### src/rtl/bcd_scan_counter.sv
// Four-digit BCD up/down counter with wrap pulses and a multiplexed,
// active-low digit scan that can suppress leading zeros.
module bcd_scan_counter #(
    parameter int SCAN_DIV = 50000
) (
    input  logic        iClk,
    input  logic        iRst,
    input  logic        iInc,
    input  logic        iDec,
    input  logic        iClr,
    input  logic        iBlank,
    output logic [15:0] oBcd,
    output logic [3:0]  oDigit,
    output logic [3:0]  oSel,
    output logic        oOvf,
    output logic        oUnf
);

    localparam int PW = (SCAN_DIV > 1) ? $clog2(SCAN_DIV) : 1;
    localparam logic [PW-1:0] PRESC_LAST = PW'(SCAN_DIV - 1);

    logic [15:0]   bcd_reg, bcd_next;
    logic [15:0]   bcd_inc, bcd_dec;
    logic [4:0]    carry, borrow;
    logic [3:0]    digit_zero;
    logic [3:0]    blank;
    logic          ovf_reg, ovf_next;
    logic          unf_reg, unf_next;
    logic [PW-1:0] presc_reg, presc_next;
    logic [1:0]    idx_reg, idx_next;

    assign carry[0]  = 1'b1;
    assign borrow[0] = 1'b1;

    // Per-digit ripple carry/borrow; carry[4]/borrow[4] flag a full wrap.
    genvar gi;
    generate
        for (gi = 0; gi < 4; gi++) begin : g_digit
            logic [3:0] d;
            assign d = bcd_reg[4*gi +: 4];
            assign bcd_inc[4*gi +: 4] = carry[gi]  ? ((d == 4'd9) ? 4'd0 : d + 4'd1) : d;
            assign bcd_dec[4*gi +: 4] = borrow[gi] ? ((d == 4'd0) ? 4'd9 : d - 4'd1) : d;
            assign carry[gi+1]   = carry[gi]  & (d == 4'd9);
            assign borrow[gi+1]  = borrow[gi] & (d == 4'd0);
            assign digit_zero[gi] = (d == 4'd0);
        end
    endgenerate

    // Units digit always shows; higher digits blank when they and all above are zero.
    assign blank[0] = 1'b0;
    generate
        for (gi = 1; gi < 4; gi++) begin : g_blank
            assign blank[gi] = iBlank & (&digit_zero[3:gi]);
        end
    endgenerate

    always_comb begin
        bcd_next = bcd_reg;
        ovf_next = 1'b0;
        unf_next = 1'b0;
        if (iClr) begin
            bcd_next = 16'h0000;
        end else if (iInc && !iDec) begin
            bcd_next = bcd_inc;
            ovf_next = carry[4];
        end else if (iDec && !iInc) begin
            bcd_next = bcd_dec;
            unf_next = borrow[4];
        end
    end

    always_comb begin
        presc_next = presc_reg + PW'(1);
        idx_next   = idx_reg;
        if (presc_reg == PRESC_LAST) begin
            presc_next = '0;
            idx_next   = idx_reg + 2'd1;
        end
    end

    always_ff @(posedge iClk or posedge iRst) begin
        if (iRst) begin
            bcd_reg   <= 16'h0000;
            ovf_reg   <= 1'b0;
            unf_reg   <= 1'b0;
            presc_reg <= '0;
            idx_reg   <= 2'd0;
        end else begin
            bcd_reg   <= bcd_next;
            ovf_reg   <= ovf_next;
            unf_reg   <= unf_next;
            presc_reg <= presc_next;
            idx_reg   <= idx_next;
        end
    end

    assign oBcd   = bcd_reg;
    assign oOvf   = ovf_reg;
    assign oUnf   = unf_reg;
    assign oDigit = bcd_reg[{idx_reg, 2'b00} +: 4];
    assign oSel   = blank[idx_reg] ? 4'b1111 : ~(4'b0001 << idx_reg);

endmodule
### config.mk
export PLATFORM = sky130hd
export DESIGN_NAME = bcd_scan_counter
export DESIGN_NICKNAME = d
export VERILOG_FILES = /design/src/rtl/bcd_scan_counter.sv
export SDC_FILE = /design/constraint.sdc
export NUM_CORES = 1
export LEC_CHECK = 0
export CAP_MARGIN = 20
export CORE_UTILIZATION = 34
export DETAILED_ROUTE_END_ITERATION = 10
export PLACE_DENSITY_LB_ADDON = 0.3
export RECOVER_POWER = 100
export SYNTH_ARGS = -nofsm -noshare
export SYNTH_HDL_FRONTEND = slang
export SYNTH_SLANG_ARGS = --single-unit
export TNS_END_PERCENT = 50
### constraint.sdc
create_clock -name iClk -period 6.89 [get_ports iClk]
set_input_delay 1.0335 -clock iClk [delete_from_list [all_inputs] [get_ports iClk]]
set_output_delay 1.0335 -clock iClk [all_outputs]
set_load 0.02 [all_outputs]
## Word-level counts from Yosys, hierarchy flattened

Cells that the tools add are included.
Widths: inputs -> output; s select.

- Input bits: 6
- Bits in registers: 36
- Logic and storage cells: 82
- Output and inout bits: 26

- Reduce and logical (&&, ||, !) cells: 17
- Add/subtract/negate cells: 10
- Equality and inequality tests: 8
- Bitwise gates (word level): 10
- Multiplexer cells: 26
- $lt $le $gt $ge: 1
- Shift-type cells: 2

Operator list:

| operator | count |
|---|---|
| $mux 16 | 4 |
| $mux 4 | 15 |
| $add 16x1->16 const B | 1 |
| $add 4x1->4 const B | 4 |
| $eq 16x16->1 const B | 1 |
| $eq 4x4->1 const B | 4 |
| $logic_not 4->1 | 4 |
| $shiftx 16x5->4 | 1 |
| $sub 4x1->4 const B | 4 |
| $reduce_and 3->1 | 4 |
| $reduce_bool 3->1 | 4 |
| $and 1x1->1 | 9 |
| $ne 3x3->1 const B | 3 |
| $mux 1 | 6 |
| $not 4->4 | 1 |
| $shl 1x2->4 const A | 1 |
| $lt 2x3->1 const B | 1 |
| $add 2x1->2 const B | 1 |
| $bmux 1 s2 | 1 |
| $logic_and 1x1->1 | 2 |
| $logic_not 1->1 | 2 |
| $reduce_and 2->1 | 1 |

## Logic depth before layout (Yosys ltp)

- Depth in word-level cells: 7
- Gate-level depth with buffers: 8
- Depth with buffers taken out: 7

## Least setup slack after synthesis

Ideal clock, no wire load.

- Path type: flip-flop to output port
- Start point: register bcd_reg[12] (netlist: oBcd[12])
- End point: output oSel[1]
- Path buffers: 1
- Cell stages (with the launch flop): 7
- Slack: 3.973 ns
- Data arrival time: 1.884 ns
- Required time: 5.856 ns
- Cell sequence: dfrtp_1 -> clkbuf_1 -> inv_1 -> ha_1 -> or3b_2 -> a211oi_1 -> nand2b_1

- Word-level cells in the longest chain between the ends: 6
- Elaborated cells on any way between the ends: 9
- Those cells by class: mux (3); bitwise (3); reduce/logical (3)

RTL lines:

| what | line | text |
|---|---|---|
| from (decl) | 22 | `logic [15:0] bcd_reg, bcd_next;` |
| from (signal assigned) | 89 | `bcd_reg <= bcd_next;` |
| $logic_not 4->1 * | 45 | `assign digit_zero[gi] = (d == 4'd0);` |
| $reduce_and 3->1 / $reduce_and 2->1 (equally long branches) | 53 | `assign blank[gi] = iBlank & (&digit_zero[3:gi]);` |
| $and 1x1->1 | 53 |  |
| $bmux 1 s2 * | 101 | `assign oSel = blank[idx_reg] ? 4'b1111 : ~(4'b0001 << idx_reg);` |
| $mux 1 (implied by the code) * | 101 |  |
| $mux 4 * | 101 |  |
| to (decl) | 14 | `output logic [3:0] oSel,` |

Mark *: on every way between the ends. The rest lies on a longest branch, timed or not. The select of a mux whose other input is x is not followed.

## Worst setup path in the final report

- Start point: register bcd_reg[8] (netlist: oBcd[8])
- End point: output oSel[3]

Same word-level chain as after synthesis.

==> reports/qor.txt <==
GRT overflow - 0
Slowest cell on the critical path - dlygate4sd3_1
Mapped cell area - 2610 µm²
Clk_lat worst skew - 290 ps
# IOs - 32
Rows - 31
Clock slew at reported path FFs - 80 ps
Status - finished, violations left
Seq. cell area - 901 µm²
Worst flop-to-flop path startpoint - oBcd[5]
# nets final - 345
Yosys top cell by area - dfrtp_1
Syn_nets - 323
H-tree level count - 2
Post-DP HPWL - 4400 µm
Failing checks - capacitance limit, slew limit
Root Buffer - clkbuf_8
# clock sinks - 36
Worst path bufs/invs - 2
Vias in the first global route - 2108
Final cycle utilization of the critical path - 0.561
Initial drt markers - 124
Netlist cell types - 50
FF-to-FF setup slack - 4330 ps
Hold depth - 1
DRT Pass-1 Iters - 4
Full die area - 8040 µm²
Synth warn - 0
Horiz. Die Dim - 89.7 µm
Hold_sp - presc_reg[15]
PwrDens - 182 nW/µm²
Core area - 7330 µm²
Max stage delay on crit path - 670 ps
Initial antenna violation count - 0
Largest net degree at the start of global routing - 37
# fillers - 696
Share of layout cells above drive strength 1 - 0.0466
Post-CTS Resized - 0
P&R area growth vs syn - 18.2%
Drt via density - 5.38
Setup bufs post-CTS - 0
Main synth FF type - dfrtp_1
Routed WL - 6180 µm
Routed Antenna Nets - 0
Power consumption - 0.563 mW
Setup Viol. Count Final - 0
Final min period - 3860 ps
Worst setup path class - reg -> out
WHS Endpoint - presc_reg[15]
HP Class - reg -> reg
CTS tree - done
Worst Clk Skew - 8.57 ps
Lkg Pwr - 1.28 nW
Max-Cap Viols - 1
Ant. Diodes - 0
Synth area leaders - dfrtp_1, ha_1, o21ai_0, nand3_1, nor2_1
Reg-to-reg endpoint - oBcd[10]
Worst setup path start - oBcd[8]
Max clock buf depth - 2
Vias post-DR - 2264
Fin Setup TNS - 0 ps
Mean Syn Cell Area - 8.74 µm²
CTS buffer count - 5
Register area share after synthesis - 0.345
Final hold vios - 0
Die height - 89.7 µm
Max Freq - 0.259 GHz
Slew Limit Fails - 37
First-pass GRT wire length - 10500 µm
Crit path max fanout - 10
PortBufs - 31
Initial core utilization - 0.356
Area of the multi-input gates - 1570 µm²
Post-synth EDFFs - 0
DRC - 0
Post-synth ARST share - 1.00
CP Capture Type - primary output
Worst Reg2Reg Path Length in Cells - 7
Cells after Synth - 299
Worst slew pin tran - 2030 ps
Rel. slew slack - -0.353
#FFs+latches synth - 36
Cells along the critical path - inv_1 -> ha_1 -> nor3b_1 -> nand4_1 -> a211oi_1 -> nand2b_1 -> dlygate4sd3_1
CP arrival - 2830 ps
Average wire per standard cell - 14.7 µm
RSZ-0062 raised after global routing - false
VDD IR-drop max - 0.0793 mV
CTS Hold Bufs - 0
Worst path top cell family by delay - buffers and inverters
Startpoint types - flip-flop
Placer Congestion - 0.858
Area share of the leading cell type in the synthesized netlist - 0.345
Required time of the critical path - 5860 ps
Gr usage total - 0.171
layout make-up:
type	instances	share of cell area
clock buffer	5	0.0223
clock inverter	3	0.0138
inverter	16	0.0195
multi-input combinational	228	0.508
sequential	36	0.292
tap	99	0.0401
timing repair buffer	34	0.104
stage by stage:
step | std cells | hold slack [ps] | setup WS, ps | cell area, µm² | util
final | 421 | 482 | 3030 | 3090 | 0.421
after global routing | 421 | 520 | 2760 | 3090 | 0.421
after CTS | 421 | 486 | 3050 | 3100 | 0.423
after floorplan | 299 | 442 | 3970 | 2610 | -
after detailed placement | 413 | 475 | 3300 | 2990 | 0.407
after global placement | 413 | 468 | 3340 | 2990 | 0.407
cell families after synthesis:
kind of cell	Yosys count	share of synthesized area
AND/OR/NAND/NOR	122	0.263
AO/OA/AOI/OAI	68	0.160
flip-flops	36	0.345
buffers and inverters	35	0.0546
adder cells (fa/ha/maj)	18	0.0862
XOR/XNOR	13	0.0436
multiplexers	7	0.0474
cells in the final DEF (no fill, tap or decap), types with 5 or more instances in the layout:
| cell | Yosys | routed |
|---|---|---|
| a211oi_1 | 8 | 8 |
| a21oi_1 | 15 | 15 |
| clkbuf_8 | 0 | 5 |
| dfrtp_1 | 36 | 36 |
| dlygate4sd3_1 | 0 | 29 |
| ha_1 | 18 | 18 |
| inv_1 | 16 | 16 |
| nand2_1 | 18 | 18 |
| nand2b_1 | 9 | 9 |
| nand3_1 | 19 | 19 |
| nand3b_1 | 5 | 5 |
| nand4_1 | 5 | 5 |
| nor2_1 | 25 | 25 |
| nor2b_1 | 5 | 5 |
| nor3_1 | 7 | 7 |
| o21ai_0 | 23 | 23 |
| xnor2_1 | 9 | 9 |
cell usage after synthesis, drive strengths merged, types with 6 or more instances:
cell / n
inv: 16
xnor2: 9
o21ai: 23
nand3: 19
nor3: 7
dfrtp: 36
clkbuf: 15
nor2: 25
a211oi: 8
a21oi: 15
nand2b: 9
nand2: 18
ha: 18
nor2b: 6
worst max path at each step:
stage | slack, ps | cells after the start | end
detailed placement | 3300 | 5 | oSel[3]
CTS | 3050 | 7 | oSel[3]
global placement | 3340 | 5 | oSel[2]
finish | 3030 | 7 | oSel[3]
global route | 2760 | 7 | oSel[1]
floorplan | 3970 | 6 | oSel[1]
layer usage:
metal	up-vias	track usage	wire, µm	part of all wire
met1	1072	0.246	2980	0.48
met2	55	0.260	2830	0.46
met4	0	0.0563	120	0.019
met5	-	0	0	0
met3	9	0.0311	245	0.040
li1	1128	-	-	-
power breakdown:
part	leakage, nW	internal, mW	switching (mW)
clock network	0.0541	0.107	0.0843
registers	0.482	0.220	0.0218
logic	0.748	0.0546	0.0754
total	1.28	0.381	0.182
No activity file was read; power rests on OpenSTA's default activity.
